<file path="src/rtl/cisc_exec_unit.sv">
// Execute unit: register file, single-cycle ALU and a shift-add multiplier.
// Valid/ready: a transfer happens on a rising edge where valid and ready are both high.
module cisc_exec_unit #(
    parameter int WIDTH = 8,
    parameter int NREGS = 16,
    localparam int RA = $clog2(NREGS)
) (
    input  logic             clk,
    input  logic             rst,
    input  logic             in_valid,
    output logic             in_ready,
    input  logic [3:0]       opcode,
    input  logic [RA-1:0]    rd,
    input  logic [RA-1:0]    rs1,
    input  logic [RA-1:0]    rs2,
    input  logic [WIDTH-1:0] imm,
    output logic             out_valid,
    input  logic             out_ready,
    output logic [WIDTH-1:0] result,
    output logic             zero,
    output logic             carry,
    output logic             err,
    output logic [1:0]       dbg_state
);

    localparam int CW = $clog2(WIDTH + 1);
    localparam logic [CW-1:0]    CNT_INIT = WIDTH[CW-1:0];
    localparam logic [CW-1:0]    CNT_ONE  = {{(CW-1){1'b0}}, 1'b1};
    localparam logic [WIDTH-1:0] W_VAL    = WIDTH[WIDTH-1:0];

    localparam logic [3:0] OP_ADD  = 4'h0;
    localparam logic [3:0] OP_SUB  = 4'h1;
    localparam logic [3:0] OP_AND  = 4'h2;
    localparam logic [3:0] OP_OR   = 4'h3;
    localparam logic [3:0] OP_XOR  = 4'h4;
    localparam logic [3:0] OP_NOT  = 4'h5;
    localparam logic [3:0] OP_LDI  = 4'h6;
    localparam logic [3:0] OP_ADDI = 4'h7;
    localparam logic [3:0] OP_SHL  = 4'h8;
    localparam logic [3:0] OP_SHR  = 4'h9;
    localparam logic [3:0] OP_MUL  = 4'hA;

    typedef enum logic [1:0] {
        S_IDLE = 2'd0,
        S_EXEC = 2'd1,
        S_RESP = 2'd2
    } state_e;

    state_e                 state_q;
    logic [WIDTH-1:0]       regs_q [NREGS];
    logic                   out_valid_q, zero_q, carry_q, err_q;
    logic [WIDTH-1:0]       result_q;
    logic [RA-1:0]          rd_q;
    logic [2*WIDTH-1:0]     mcand_q, acc_q, acc_d;
    logic [WIDTH-1:0]       mplier_q;
    logic [CW-1:0]          cnt_q;

    logic [WIDTH-1:0]       op_a, op_b, alu_res;
    logic                   alu_c, alu_err, accept, is_mul;
    logic [WIDTH:0]         sum, shl_w, shr_w;

    assign op_a      = regs_q[rs1];
    assign op_b      = regs_q[rs2];
    assign in_ready  = (state_q == S_IDLE) || ((state_q == S_RESP) && out_ready);
    assign accept    = in_valid && in_ready;
    assign is_mul    = (opcode == OP_MUL);
    assign acc_d     = acc_q + (mplier_q[0] ? mcand_q : '0);
    assign out_valid = out_valid_q;
    assign result    = result_q;
    assign zero      = zero_q;
    assign carry     = carry_q;
    assign err       = err_q;
    assign dbg_state = state_q;

    // Shifts run through a WIDTH+1 bit window so the last bit shifted out
    // lands in the extra bit; a zero shift leaves that bit clear.
    always_comb begin
        alu_res = '0;
        alu_c   = 1'b0;
        alu_err = 1'b0;
        sum     = '0;
        shl_w   = '0;
        shr_w   = '0;
        case (opcode)
            OP_ADD: begin
                sum     = {1'b0, op_a} + {1'b0, op_b};
                alu_res = sum[WIDTH-1:0];
                alu_c   = sum[WIDTH];
            end
            OP_SUB: begin
                sum     = {1'b0, op_a} - {1'b0, op_b};
                alu_res = sum[WIDTH-1:0];
                alu_c   = sum[WIDTH];
            end
            OP_AND: alu_res = op_a & op_b;
            OP_OR:  alu_res = op_a | op_b;
            OP_XOR: alu_res = op_a ^ op_b;
            OP_NOT: alu_res = ~op_a;
            OP_LDI: alu_res = imm;
            OP_ADDI: begin
                sum     = {1'b0, op_a} + {1'b0, imm};
                alu_res = sum[WIDTH-1:0];
                alu_c   = sum[WIDTH];
            end
            OP_SHL: begin
                if (op_b < W_VAL) begin
                    shl_w   = {1'b0, op_a} << op_b;
                    alu_res = shl_w[WIDTH-1:0];
                    alu_c   = shl_w[WIDTH];
                end
            end
            OP_SHR: begin
                if (op_b < W_VAL) begin
                    shr_w   = {op_a, 1'b0} >> op_b;
                    alu_res = shr_w[WIDTH:1];
                    alu_c   = shr_w[0];
                end
            end
            OP_MUL: ;
            default: alu_err = 1'b1;
        endcase
    end

    always_ff @(posedge clk) begin
        if (rst) begin
            state_q     <= S_IDLE;
            out_valid_q <= 1'b0;
            result_q    <= '0;
            zero_q      <= 1'b0;
            carry_q     <= 1'b0;
            err_q       <= 1'b0;
            rd_q        <= '0;
            mcand_q     <= '0;
            mplier_q    <= '0;
            acc_q       <= '0;
            cnt_q       <= '0;
            for (int i = 0; i < NREGS; i++) regs_q[i] <= '0;
        end else begin
            case (state_q)
                // WIDTH step cycles, then one more cycle to commit the product.
                S_EXEC: begin
                    if (cnt_q == '0) begin
                        regs_q[rd_q] <= acc_q[WIDTH-1:0];
                        result_q     <= acc_q[WIDTH-1:0];
                        zero_q       <= (acc_q[WIDTH-1:0] == '0);
                        carry_q      <= |acc_q[2*WIDTH-1:WIDTH];
                        err_q        <= 1'b0;
                        out_valid_q  <= 1'b1;
                        state_q      <= S_RESP;
                    end else begin
                        acc_q    <= acc_d;
                        mcand_q  <= mcand_q << 1;
                        mplier_q <= mplier_q >> 1;
                        cnt_q    <= cnt_q - CNT_ONE;
                    end
                end
                default: begin
                    if (out_valid_q && out_ready) begin
                        out_valid_q <= 1'b0;
                        state_q     <= S_IDLE;
                    end
                    if (accept) begin
                        if (is_mul) begin
                            rd_q        <= rd;
                            mcand_q     <= {{WIDTH{1'b0}}, op_a};
                            mplier_q    <= op_b;
                            acc_q       <= '0;
                            cnt_q       <= CNT_INIT;
                            out_valid_q <= 1'b0;
                            state_q     <= S_EXEC;
                        end else begin
                            if (!alu_err) regs_q[rd] <= alu_res;
                            result_q    <= alu_res;
                            zero_q      <= (alu_res == '0);
                            carry_q     <= alu_c;
                            err_q       <= alu_err;
                            out_valid_q <= 1'b1;
                            state_q     <= S_RESP;
                        end
                    end
                end
            endcase
        end
    end

endmodule
</file>
<file path="config.mk">
export PLATFORM = sky130hd
export DESIGN_NAME = cisc_exec_unit
export DESIGN_NICKNAME = d
export VERILOG_FILES = /design/src/rtl/cisc_exec_unit.sv
export SDC_FILE = /design/constraint.sdc
export NUM_CORES = 1
export LEC_CHECK = 0
export CORE_UTILIZATION = 50
export CTS_BUF_LIST = sky130_fd_sc_hd__clkbuf_2
export DETAILED_ROUTE_END_ITERATION = 8
export GPL_TIMING_DRIVEN = 0
export PLACE_DENSITY = 0.67
export SKIP_LAST_GASP = 1
export SLEW_MARGIN = 15
export SYNTH_ARGS = -nofsm -noshare
export SYNTH_HDL_FRONTEND = slang
export SYNTH_SLANG_ARGS = --single-unit
</file>
<file path="constraint.sdc">
create_clock -name clk -period 5.2 [get_ports clk]
set_input_delay 0.52 -clock clk [delete_from_list [all_inputs] [get_ports clk]]
set_output_delay 0.52 -clock clk [all_outputs]
set_load 0.005 [all_outputs]
</file>
# After elaboration in Yosys (flattened, before gate mapping)
# Memories as Yosys holds them, arrays and structs flattened.
# Index checks and enable logic that the tools add are counted.
# Widths: inputs -> output; s select.
# totals
reg_bits	62
latchBits	0
ramBits	128
mem_bits_ro	0
inputBits	28
output_inout_bits	15
elab_cells	128
memories	1
# memory_table
name	words	width	rd	rd_clocked_by_memory_dff	write_ports	line_no	source
regs_q	16	8	2	0	16	50	logic [WIDTH-1:0] regs_q [NREGS];
# classes
add_sub_neg	5
multipliers	0
div_mod_pow	0
order_cmp	1
eq_ne	15
shifts	2
mux	68
bitwise_logic	5
reduce_logical	20
# op_table
cell	n
$mux 16	9
$mux 8	12
$pmux 8 s10	1
$mux 1	34
$mux 4	6
$reduce_or 8->1	3
$add 8x8->9	2
$add 16x16->16	1
$eq 4x3->1 const B	4
$logic_not 8->1	2
$eq 4x4->1 const B	3
$reduce_or 11->1	1
$mux 2	5
$reduce_and 3->1	3
$shl 8x8->9	1
$shr 9x8->9	1
$sub 8x8->9	1
$and 8x8->8	1
$eq 4x2->1 const B	2
$logic_not 4->1	2
$lt 8x4->1 const B	1
$not 8->8	1
$or 8x8->8	1
$xor 8x8->8	1
other kinds (14)	18

# Logic depth before layout (Yosys ltp)
# depth
word_depth	10
mapped_depth	20
mapped_depth_nobuf	17

# Worst setup path before layout
# OpenSTA, ideal clock, no wires.
# synth_timing
path_type	input -> register
startpoint	in rs2[0]
endpoint	mem regs_q[9][6] (data pin)
setup_ps	261
t_arrival_ps	4669
t_required_ps	4939
setup_slack_ps	270
stages	19
n_path_buf	4
path_cell_list	buf_2 buf_6 mux4_2 a221oi_2 inv_2 buf_6 ha_1 fa_1 a21o_1 a21o_1 a21o_1 a21oi_1 xor2_1 o221ai_1 a221o_1 a211o_1 mux2i_1 buf_2 nor2_1
# synth_lines
element	line_no	source
start, declared	15	input logic [RA-1:0] rs2,
end, declared	50	

==> qor.csv <==
metric,value,unit
Tcrit/Tclk final,100.4,%
final cell count without fillers,1599,
largest stage delay on the critical path,0.67,ns
violated checks,negative setup slack,
Flop pwr share,51.6,%
routability cong.,0.9676,
Pwr Total,3.252,mW
die boundary width,158.4,µm
Final Worst Setup Slack,-0.01825,ns
Starting Density,51.48,%
WS Path Type,input pin to flop,
#FFs+latches synth,189,
syn nets,1286,
CP Data Arrival Time,5.82,ns
DRT Wirelength,37150,µm
top_reg_cell synth,edfxtp_1,
Die Y,158.4,µm
synthesized area per cell,10.15,µm²
Worst path slowest cell,clkdlybuf4s50_1,
"area leader, netlist",edfxtp_1,
PD cells,242.5,nW/µm²
WL/cell,23.23,µm
Crit path top cell by count,clkbuf_4,
Rel. slew slack,15.49,%
Logic pwr share,24.4,%
clock sink count,189,
NumNets Final,1347,
die area,25090,µm²
Via density,6.467,
RSZ-0062 raised after global routing,yes,
sequential share of the synthesized area,41.42,%
Clock Path Buffers,2,
CTS root buf,clkbuf_2,
grt total ovfl,0,
Layout area overhead,9.659,%
number of buffers created by CTS,17,
layout cells sized above 1,13.29,%
cell-internal power,2.137,mW
largest net degree at the start of global routing,22,
Max-Cap Viols,0,
CTS tree,built,
YS warnings,0,
Critical Path Start Type,input pin,
share of the synthesized area in the top cell type,31.43,%
vias in the first global route,9731,
detailed-route via count,10340,
initial antenna violation count,1,
Peak VDD IR,0.1274,mV
Worst Tran Pin Value,1.256,ns
synth unique cells,71,
dpl hpwl,27900,µm
Critical Path End Type,flop,
first-pass GRT wire length,56160,µm
final slew viol count,0,
final hold slack,0.2935,ns
Boundary Pins,43,
Clock Skew,0.08568,ns
Post-DRT Antenna Nets,0,
DR iter-0 viols,1268,
Sw Share,34.28,%
H-Tree Depth,4,
gr usage total,30.61,%
I/O Buffers,38,
crit-path max FO,12,
"Hold Vio Cnt, Final",0,
cell family with most CP delay,buffers and inverters,
WP buf/inv,6,
Layout Utilization,56.45,%
worst hold path class,input pin to flop,
outcome,"finished, violations left",
asr flop ratio synth,0,%
Clock Power Share,24.0,%
switching pwr,1.115,mW
Core Rows,56,
Final setup violation count,5,
setup_tns,-0.02993,ns
Mapped Cells,1205,
synth top area cells,"edfxtp_1 (31%), mux4_2 (12%), dfxtp_1 (10%)",
first-pass iteration count of the detailed router,7,
DRC viols,0,
crit path time final,5.218,ns
Leak Pwr,4.789,nW
Max Freq,0.1916,GHz
clk slew on worst S/H paths,0.32,ns
placed instance count,1562,
Core Area,23750,µm²
synthesized area,12230,µm²
crit path cell chain,"clkdlybuf4s50_1, clkbuf_4, clkbuf_4, mux4_2, a22oi_1, nand2_2, inv_1, ha_1, clkbuf_1, a311oi_1, or4_1, nand4_1, nor4b_1, a21boi_2, nor2_1, a21oi_4, clkbuf_4, nor2_1",
Crit path required time,5.81,ns
Post-synth EDFFs,128,
clk_lat worst skew,0.84,ns
==> repair_timing <==
item                                    in CTS  in global routing
buffers inserted                             0                  4
endpoints found under the hold margin        0                  0
gates cloned                                 0                  0
resized for setup                           15                 15
hold buffers                                 0                  0
endpoints found under the setup margin      91                 50
==> placed cells by master, fill, tap and decap left out, drive strengths merged, types with 38 or more instances in the layout <==
cell type / instances
dfxtp: 61
ha: 49
inv: 46
edfxtp: 128
a21oi: 76
clkdlybuf4s50: 38
nand2: 124
clkbuf: 56
nor2: 201
mux4: 66
==> area by class of cell <==
class                      count  area, µm²
clock buffer                  17      85.08
multi-input combinational    907       6758
clock inverter                15      176.4
antenna                        1      2.502
timing repair buffer          42      410.4
buffer                        72      374.1
sequential                   189       5065
fill                        2063      10340
inverter                      37      138.9
tap                          319      399.1
==> cell families (layout without fill, tap and decap cells) <==
kind of cell	after synthesis	after routing	synth area share (%)
xor+xnor	24	24	1.719
flops	189	189	41.42
other cells	0	1	0
mux	109	109	15.83
fa+ha+maj	53	53	5.669
buf+inv	109	183	4.021
simple gates	474	474	17.37
compound gates	247	247	13.97
==> final timing paths <==
| kind | startpoint | to | slack (ns) | cells after the start |
|---|---|---|---|---|
| hold reg to reg | mcand_q[8]$_SDFFE_PP0P_ | mcand_q[9]$_SDFFE_PP0P_ | 0.48 | 2 |
| setup reg to reg | regs_q[1][6]$_SDFFCE_PN0P_ | regs_q[15][7]$_SDFFCE_PN0P_ | 0 | 15 |
| setup / recovery | rs1[1] | regs_q[15][7]$_SDFFCE_PN0P_ | -0.02 | 18 |
| hold / removal | rst | acc_q[13]$_SDFFE_PP0P_ | 0.29 | 2 |
==> cell usage after synthesis (19+ instances only) <==
cell,number
nor2_1,201
edfxtp_1,128
nand2_1,121
a21oi_1,72
mux4_2,66
dfxtp_1,61
ha_1,49
clkbuf_1,37
a22oi_1,34
inv_1,32
mux2i_1,32
nand3_1,28
and2_1,22
nor3_1,19
==> stage by stage <==
| stage | instance area [µm²] | setup slack (ns) |
|---|---|---|
| after CTS | 13320 | 0.01326 |
| after global placement | 13010 | -1.809 |
| after detailed placement | 13010 | -1.873 |
| final | 13410 | -0.01825 |
| after floorplan | 12230 | 0.2695 |
| after global routing | 13410 | -0.05793 |
==> power groups by stage <==
stage                     clock network, mW  registers [mW]  logic (mW)
after floorplan                           0            1.70       0.515
after global placement                    0            1.71       0.746
after detailed placement                  0            1.71       0.753
after CTS                             0.786            1.68       0.765
after global routing                  0.835            1.69       0.849
final                                 0.781            1.68       0.792
==> state kept, by name, summed over array words and instances (netlist names) <==
register	count
err	1
acc_q	16
cnt_q	4
carry	1
regs_q	128
mcand_q	16
zero	1
mplier_q	8
result	8
dbg_state	2
rd_q	4
==> layer usage <==
metal | up-vias | GRT usage, % | share of wire (%)
met5 | - | 0 | 0
met4 | 0 | 10.67 | 2.8
met3 | 90 | 7.594 | 11
met2 | 592 | 48.27 | 46
met1 | 5038 | 41.02 | 40
li1 | 4621 | - | -
(Power assumes the default switching activity.)
